**config.mk**
```make
export PLATFORM = sky130hd
export DESIGN_NAME = lpc_reg_arbiter
export DESIGN_NICKNAME = d
export VERILOG_FILES = /design/src/rtl/lpc_reg_arbiter_pkg.sv /design/src/rtl/lpc_reg_arbiter_window_timer.sv /design/src/rtl/lpc_reg_arbiter.sv
export SDC_FILE = /design/constraint.sdc
export NUM_CORES = 1
export LEC_CHECK = 0
export ABC_AREA = 1
export CORE_MARGIN = 1
export CORE_UTILIZATION = 43
export CTS_CLUSTER_DIAMETER = 200
export DETAILED_ROUTE_END_ITERATION = 7
export GPL_TIMING_DRIVEN = 0
export PLACE_DENSITY_LB_ADDON = 0.3
export SETUP_SLACK_MARGIN = 0.2
export SLEW_MARGIN = 20
export SYNTH_ARGS = -nofsm -noshare
export SYNTH_HDL_FRONTEND = slang
export SYNTH_HIERARCHICAL = 1
export SYNTH_SLANG_ARGS = --single-unit
```
**constraint.sdc**
```tcl
create_clock -name LpcClock -period 2.5 [get_ports LpcClock]
set_input_delay 0.5 -clock LpcClock [delete_from_list [all_inputs] [get_ports LpcClock]]
set_output_delay 0.5 -clock LpcClock [all_outputs]
set_load 0.01 [all_outputs]
```
**src/rtl/lpc_reg_arbiter_pkg.sv**
```systemverilog
// Shared types and defaults for the LPC / internal-master register port arbiter.
package lpc_reg_arbiter_pkg;

  typedef enum logic [1:0] {
    IDLE     = 2'd0,
    LPC_BUSY = 2'd1,
    INT_ACC  = 2'd2
  } arb_state_e;

  localparam int LPC_WINDOW_DEF   = 14;
  localparam int CNT_W_DEF        = 4;
  localparam int STARVE_LIMIT_DEF = 255;
  localparam int STARVE_W_DEF     = 8;

endpackage

```
**src/rtl/lpc_reg_arbiter_window_timer.sv**
```systemverilog
// Reloadable down-counter that holds the LPC protected window open after each LpcFrame low.
module lpc_window_timer
  import lpc_reg_arbiter_pkg::*;
#(
  parameter int LPC_WINDOW = LPC_WINDOW_DEF,
  parameter int CNT_W      = CNT_W_DEF
) (
  input  logic i_clk,
  input  logic i_rst_n,
  input  logic i_load,
  input  logic i_lpc_frame,
  output logic o_active
);

  logic [CNT_W-1:0] r_cnt;
  logic             w_reload;

  assign w_reload = i_load | ~i_lpc_frame;

  always_ff @(posedge i_clk or negedge i_rst_n) begin
    if (!i_rst_n) begin
      r_cnt <= '0;
    end else if (w_reload) begin
      r_cnt <= CNT_W'(LPC_WINDOW);
    end else if (r_cnt != '0) begin
      r_cnt <= r_cnt - CNT_W'(1);
    end
  end

  // Active means the window is still open after the coming edge.
  assign o_active = w_reload | (r_cnt > CNT_W'(1));

endmodule

```
**src/rtl/lpc_reg_arbiter.sv**
```systemverilog
// Register-bank port arbiter: LPC slave has absolute priority, internal master gets idle gaps.
//   state    | meaning
//   IDLE     | port follows LPC, internal request may be granted
//   LPC_BUSY | LPC protected window open, internal requests held off
//   INT_ACC  | one-clock internal access on the port
module lpc_reg_arbiter
  import lpc_reg_arbiter_pkg::*;
#(
  parameter int LPC_WINDOW   = LPC_WINDOW_DEF,
  parameter int CNT_W        = CNT_W_DEF,
  parameter int STARVE_LIMIT = STARVE_LIMIT_DEF,
  parameter int STARVE_W     = STARVE_W_DEF
) (
  input  logic       LpcClock,
  input  logic       PciReset,
  input  logic       LpcFrame,
  input  logic [7:0] LpcAddr,
  input  logic       LpcWr,
  input  logic [7:0] LpcDataWr,
  output logic [7:0] LpcDataRd,
  input  logic       IntReq,
  input  logic       IntWe,
  input  logic [7:0] IntAddr,
  input  logic [7:0] IntWData,
  output logic       IntAck,
  output logic [7:0] IntRData,
  output logic       IntStarve,
  output logic [7:0] RegAddr,
  output logic       RegWe,
  output logic [7:0] RegWData,
  input  logic [7:0] RegRData,
  output logic       LpcBusy
);

  arb_state_e          r_state;
  arb_state_e          w_state_nxt;
  logic                w_win_active;
  logic                w_collide;
  logic                w_lpc_sel;
  logic                r_ack;
  logic [7:0]          r_rdata;
  logic                r_starve;
  logic [STARVE_W-1:0] r_starve_cnt;
  logic [STARVE_W-1:0] w_starve_cnt_nxt;

  assign w_collide = (r_state == INT_ACC) & LpcWr;

  lpc_window_timer #(
    .LPC_WINDOW (LPC_WINDOW),
    .CNT_W      (CNT_W)
  ) u_window_timer (
    .i_clk       (LpcClock),
    .i_rst_n     (PciReset),
    .i_load      (w_collide),
    .i_lpc_frame (LpcFrame),
    .o_active    (w_win_active)
  );

  always_ff @(posedge LpcClock or negedge PciReset) begin
    if (!PciReset) begin
      r_state <= IDLE;
    end else begin
      r_state <= w_state_nxt;
    end
  end

  always_comb begin
    w_state_nxt = r_state;
    case (r_state)
      IDLE: begin
        if (!LpcFrame) begin
          w_state_nxt = LPC_BUSY;
        end else if (IntReq && !r_ack) begin
          w_state_nxt = INT_ACC;
        end
      end
      LPC_BUSY: begin
        if (!w_win_active) begin
          w_state_nxt = IDLE;
        end
      end
      INT_ACC: begin
        w_state_nxt = (!LpcFrame || LpcWr) ? LPC_BUSY : IDLE;
      end
      default: w_state_nxt = IDLE;
    endcase
  end

  // A write strobe always takes the port, even mid internal access.
  always_comb begin
    LpcBusy   = (r_state == LPC_BUSY);
    w_lpc_sel = LpcWr | (r_state != INT_ACC);
    RegAddr   = w_lpc_sel ? LpcAddr   : IntAddr;
    RegWData  = w_lpc_sel ? LpcDataWr : IntWData;
    RegWe     = LpcWr | ((r_state == INT_ACC) & IntWe & ~LpcWr);
  end

  always_ff @(posedge LpcClock or negedge PciReset) begin
    if (!PciReset) begin
      r_ack   <= 1'b0;
      r_rdata <= 8'h00;
    end else begin
      r_ack <= (r_state == INT_ACC) & ~LpcWr;
      if ((r_state == INT_ACC) && !IntWe && !LpcWr) begin
        r_rdata <= RegRData;
      end
    end
  end

  always_comb begin
    w_starve_cnt_nxt = r_starve_cnt;
    if (r_ack || !IntReq) begin
      w_starve_cnt_nxt = '0;
    end else if ((r_state != INT_ACC) && (r_starve_cnt != STARVE_W'(STARVE_LIMIT))) begin
      w_starve_cnt_nxt = r_starve_cnt + STARVE_W'(1);
    end
  end

  always_ff @(posedge LpcClock or negedge PciReset) begin
    if (!PciReset) begin
      r_starve_cnt <= '0;
      r_starve     <= 1'b0;
    end else begin
      r_starve_cnt <= w_starve_cnt_nxt;
      if (r_ack) begin
        r_starve <= 1'b0;
      end else if (w_starve_cnt_nxt == STARVE_W'(STARVE_LIMIT)) begin
        r_starve <= 1'b1;
      end
    end
  end

  assign LpcDataRd = RegRData;
  assign IntAck    = r_ack;
  assign IntRData  = r_rdata;
  assign IntStarve = r_starve;

endmodule

```
==> reports/qor.csv, run 1 <==
stage,metric,value,unit
timing,slew_violations,0,
cts,cts_root_buf,clkbuf_8,
worst_setup_path,critPathRequiredTime,2.00,ns
power_and_ir_drop,clkPwrFrac,34.1,%
floorplan,fp.dieH,62.6,microns
timing,setup_viol,0,
cts,clock_latency,0.27,ns
power_and_ir_drop,power_frac_comb,23.7,%
timing,finalHoldWorstSlack,0.197,ns
worst_setup_path,slowest_stage,clkdlybuf4s50_1,
floorplan,boundaryPins,82,
grt,grt_usage,22.0,%
cells_and_area,layout-drive-gt1-share,19.4,%
grt,grt_util_met1,26.9,%
cts,path_clk_slew,0.08,ns
synthesis,yosys_warnings,6,
drt,viasPerCell,4.68,
grt,grt-ovfl-total,0,
worst_setup_path,crit_top_cell,nand2_1,
synthesis,syn_nets,260,
grt,grt_pass1_vias,1604,
grt,antenna_found_initial,0,
synthesis,synth.avg_cell_area,7.50,sq um
placement,dpl_worst_slack,-0.311,ns
timing,fin_crit,2.24,ns
power_and_ir_drop,seq_power_share,42.2,%
cts,clockBufferDepth,2,
timing,relSlewSlack,65.1,%
worst_setup_path,start_kind,flop,
grt,grt_max_degree,25,
cells_and_area,antenna_cells,0,
hold_path,hold_path.class,in2async,
timing,layout_setup_ws,0.256,ns
placement,dp_cells,338,
floorplan,core_area,3440,sq um
drt,routedWlPerCell,11.3,microns
power_and_ir_drop,p_sw_share,23.9,%
worst_setup_path,worst_setup_path_end_kind,output port,
synthesis,synth.distinct_cells,27,
synthesis,syn_inst,211,
grt,grt.busiest_layer,met2,
placement,gp_congestion,0.799,
cells_and_area,final_common_cell,nand2_1,
cts,numCtsBuffers,3,
timing,worst_pin_slew,0.524,ns
worst_setup_path,crit_chain,"nor2_4, inv_6, nor2_8, nand2_1, nand2_1, clkdlybuf4s50_1",
drt,drcViolationCount,0,
timing,hold_viol_final,0,
drt,drt-initial-drc-count,50,
timing,fin_crit_sh,89.8,%
cells_and_area,utilization,75.0,%
drt,route.vias.total,1638,
power_and_ir_drop,power.leakage,0.00131,uW
worst_setup_path,path_class,reg2out,
synthesis,synth_area,1580,sq um
floorplan,fp-row-count,21,
job,drv_cap,0,
cells_and_area,nets,354,
placement,dpl_cell_area,2450,sq um
drt,wl,3950,microns
power_and_ir_drop,power_density,390,nW/um^2
cells_and_area,fillers,263,
power_and_ir_drop,internal-power,765,uW
floorplan,fp.dieArea,3920,sq um
cells_and_area,register_area,601,sq um
grt,grt_pass1_wl,6930,microns
floorplan,initial_core_util,45.9,%
worst_setup_path,path_max_fanout,9,
timing,fin_skew,0.00558,ns
power_and_ir_drop,peakVddDrop,253,uV
worst_setup_path,critPathMaxStageDelay,0.52,ns
floorplan,fp.dieW,62.6,microns
worst_setup_path,cp.arrival,1.74,ns
cts,hold_buffers,0,
drt,ant_nets,0,
grt,met3_usage,4.74,%
placement,port_buffers,81,
cells_and_area,finalNonFillerCells,350,
cells_and_area,syn_to_final_growth,63.1,%
placement,dpl.hpwl,3110,microns
timing,rsz0062_at_grt,false,
cells_and_area,multi_input_area,820,sq um
grt,grt_use_met2,37.8,%
synthesis,seq_area_frac_synth,38.0,%
cts,cts_tree,yes,
synthesis,ys_ff_latch,24,
timing,fmax,446,MHz
outcome,status,"complete, no violations",
cts,htree_levels,1,
cts,clkSinkCount,24,
drt,drt-pass1-iter-count,4,
cells_and_area,fin_area,2580,sq um
power_and_ir_drop,p_switching,240,uW
cells_and_area,final_cell_mix,"82 x nand2_1, 63 x clkdlybuf4s50_1, 24 x dfrtp_1",
==> kinds of logic after synthesis <==
kind of cell / after synthesis / synth area share [%]
xor gates and xnor gates: 1 / 0.554
adders and majority gates: 3 / 2.37
and+or+nand+nor: 129 / 38.6
AOI/OAI and AO/OA: 12 / 4.59
muxes: 8 / 5.70
DFF: 24 / 38.0
buffers and inverters: 34 / 10.2
==> critical path: cells and delay by family (launching register included) <==
family	cells	cell delay [ns]
flops	1	0.41
buf+inv	2	0.60
simple gates	4	0.45
==> power groups by stage <==
stage / clock, uW / sequential (uW) / combinational [uW]
floorplan: 0 / 434 / 85.4
global placement: 0 / 432 / 236
detailed placement: 0 / 434 / 242
CTS: 346 / 424 / 241
global route: 359 / 427 / 264
finish: 343 / 424 / 238
==> Yosys cell counts <==
| cell | n | area [sq um] |
|---|---|---|
| a21oi_1 | 5 | 25.0 |
| o21ai_1 | 2 | 10.0 |
| inv_1 | 20 | 75.1 |
| o221ai_1 | 1 | 8.76 |
| ha_1 | 3 | 37.5 |
| buf_4 | 8 | 60.1 |
| nor2_2 | 9 | 56.3 |
| nand3_2 | 2 | 20.0 |
| nor2_1 | 13 | 48.8 |
| buf_1 | 1 | 3.75 |
| buf_2 | 1 | 5.00 |
| nor2_8 | 1 | 20.0 |
| inv_4 | 1 | 6.26 |
| nand3_1 | 9 | 45.0 |
| nand2_1 | 82 | 308 |
| o211ai_1 | 2 | 15.0 |
| nor2_4 | 5 | 56.3 |
| xor2_1 | 1 | 8.76 |
| o21ai_0 | 1 | 5.00 |
| inv_2 | 3 | 11.3 |
| mux2_2 | 8 | 90.1 |
| nand2_4 | 1 | 11.3 |
| nand2_2 | 4 | 25.0 |
| nand4_1 | 2 | 12.5 |
| nand3b_1 | 1 | 7.51 |
| a21oi_2 | 1 | 8.76 |
| dfrtp_1 | 24 | 601 |
==> state kept, by name, indices dropped and copies added (netlist names) <==
signal / flops
u_window_timer/r_cnt: 4
r_state: 2
IntStarve: 1
r_starve_cnt: 8
IntRData: 8
IntAck: 1
==> repair_timing <==
action / 4_1_cts / 5_1_grt
setup endpoints to repair: 17 / 13
gates resized for setup: 19 / 5
setup buffers: 4 / 4
endpoints found under the hold margin: 0 / 0
pin swaps: 2 / 2
==> layer usage <==
layer | routed length, microns | vias up
met1 | 1650 | 739
met5 | 0 | -
met3 | 229 | 5
met4 | 61 | 0
met2 | 2000 | 58
li1 | - | 836
==> per-stage QoR <==
stage | power, uW | TNS [ns]
2_1_floorplan | 519 | 0
3_3_place_gp | 669 | -2.91
3_5_place_dp | 675 | -2.98
4_1_cts | 1010 | 0
5_1_grt | 1050 | 0
6_report | 1010 | 0
==> layout make-up <==
class | count | area share, %
Multi-Input combinational cell | 153 | 31.8
Sequential cell | 24 | 23.3
Clock inverter | 1 | 1.16
Clock buffer | 3 | 1.60
Buffer | 10 | 3.06
Inverter | 24 | 3.69
Tap cell | 46 | 2.23
Timing Repair Buffer | 89 | 33.2
==> path summary, 6_finish.rpt <==
path	slack, ns	cells past startpoint	endpoint	start
setup / recovery	0.26	6	RegAddr[1]	r_state[0]
hold / removal	0.20	1	r_state[0]	PciReset
setup reg to reg	0.79	12	IntStarve	r_starve_cnt[0]
hold reg to reg	0.48	1	IntStarve	IntAck
max in group asynchronous	1.95	1	r_starve_cnt[1]	PciReset
min in group LpcClock	0.48	1	IntStarve	IntAck
Power figures use the tool's default switching activity.
==> run 2: changes to the inputs <==
--- a/config.mk
+++ b/config.mk
@@ -6,6 +6,7 @@
 export NUM_CORES = 1
 export LEC_CHECK = 0
 export ABC_AREA = 1
+export ABC_CLOCK_PERIOD_IN_PS = 2500
 export CORE_MARGIN = 1
 export CORE_UTILIZATION = 43
 export CTS_CLUSTER_DIAMETER = 200
==> results of run 2 <==
The final DEF is identical to that of run 1; final timing and power are the same.
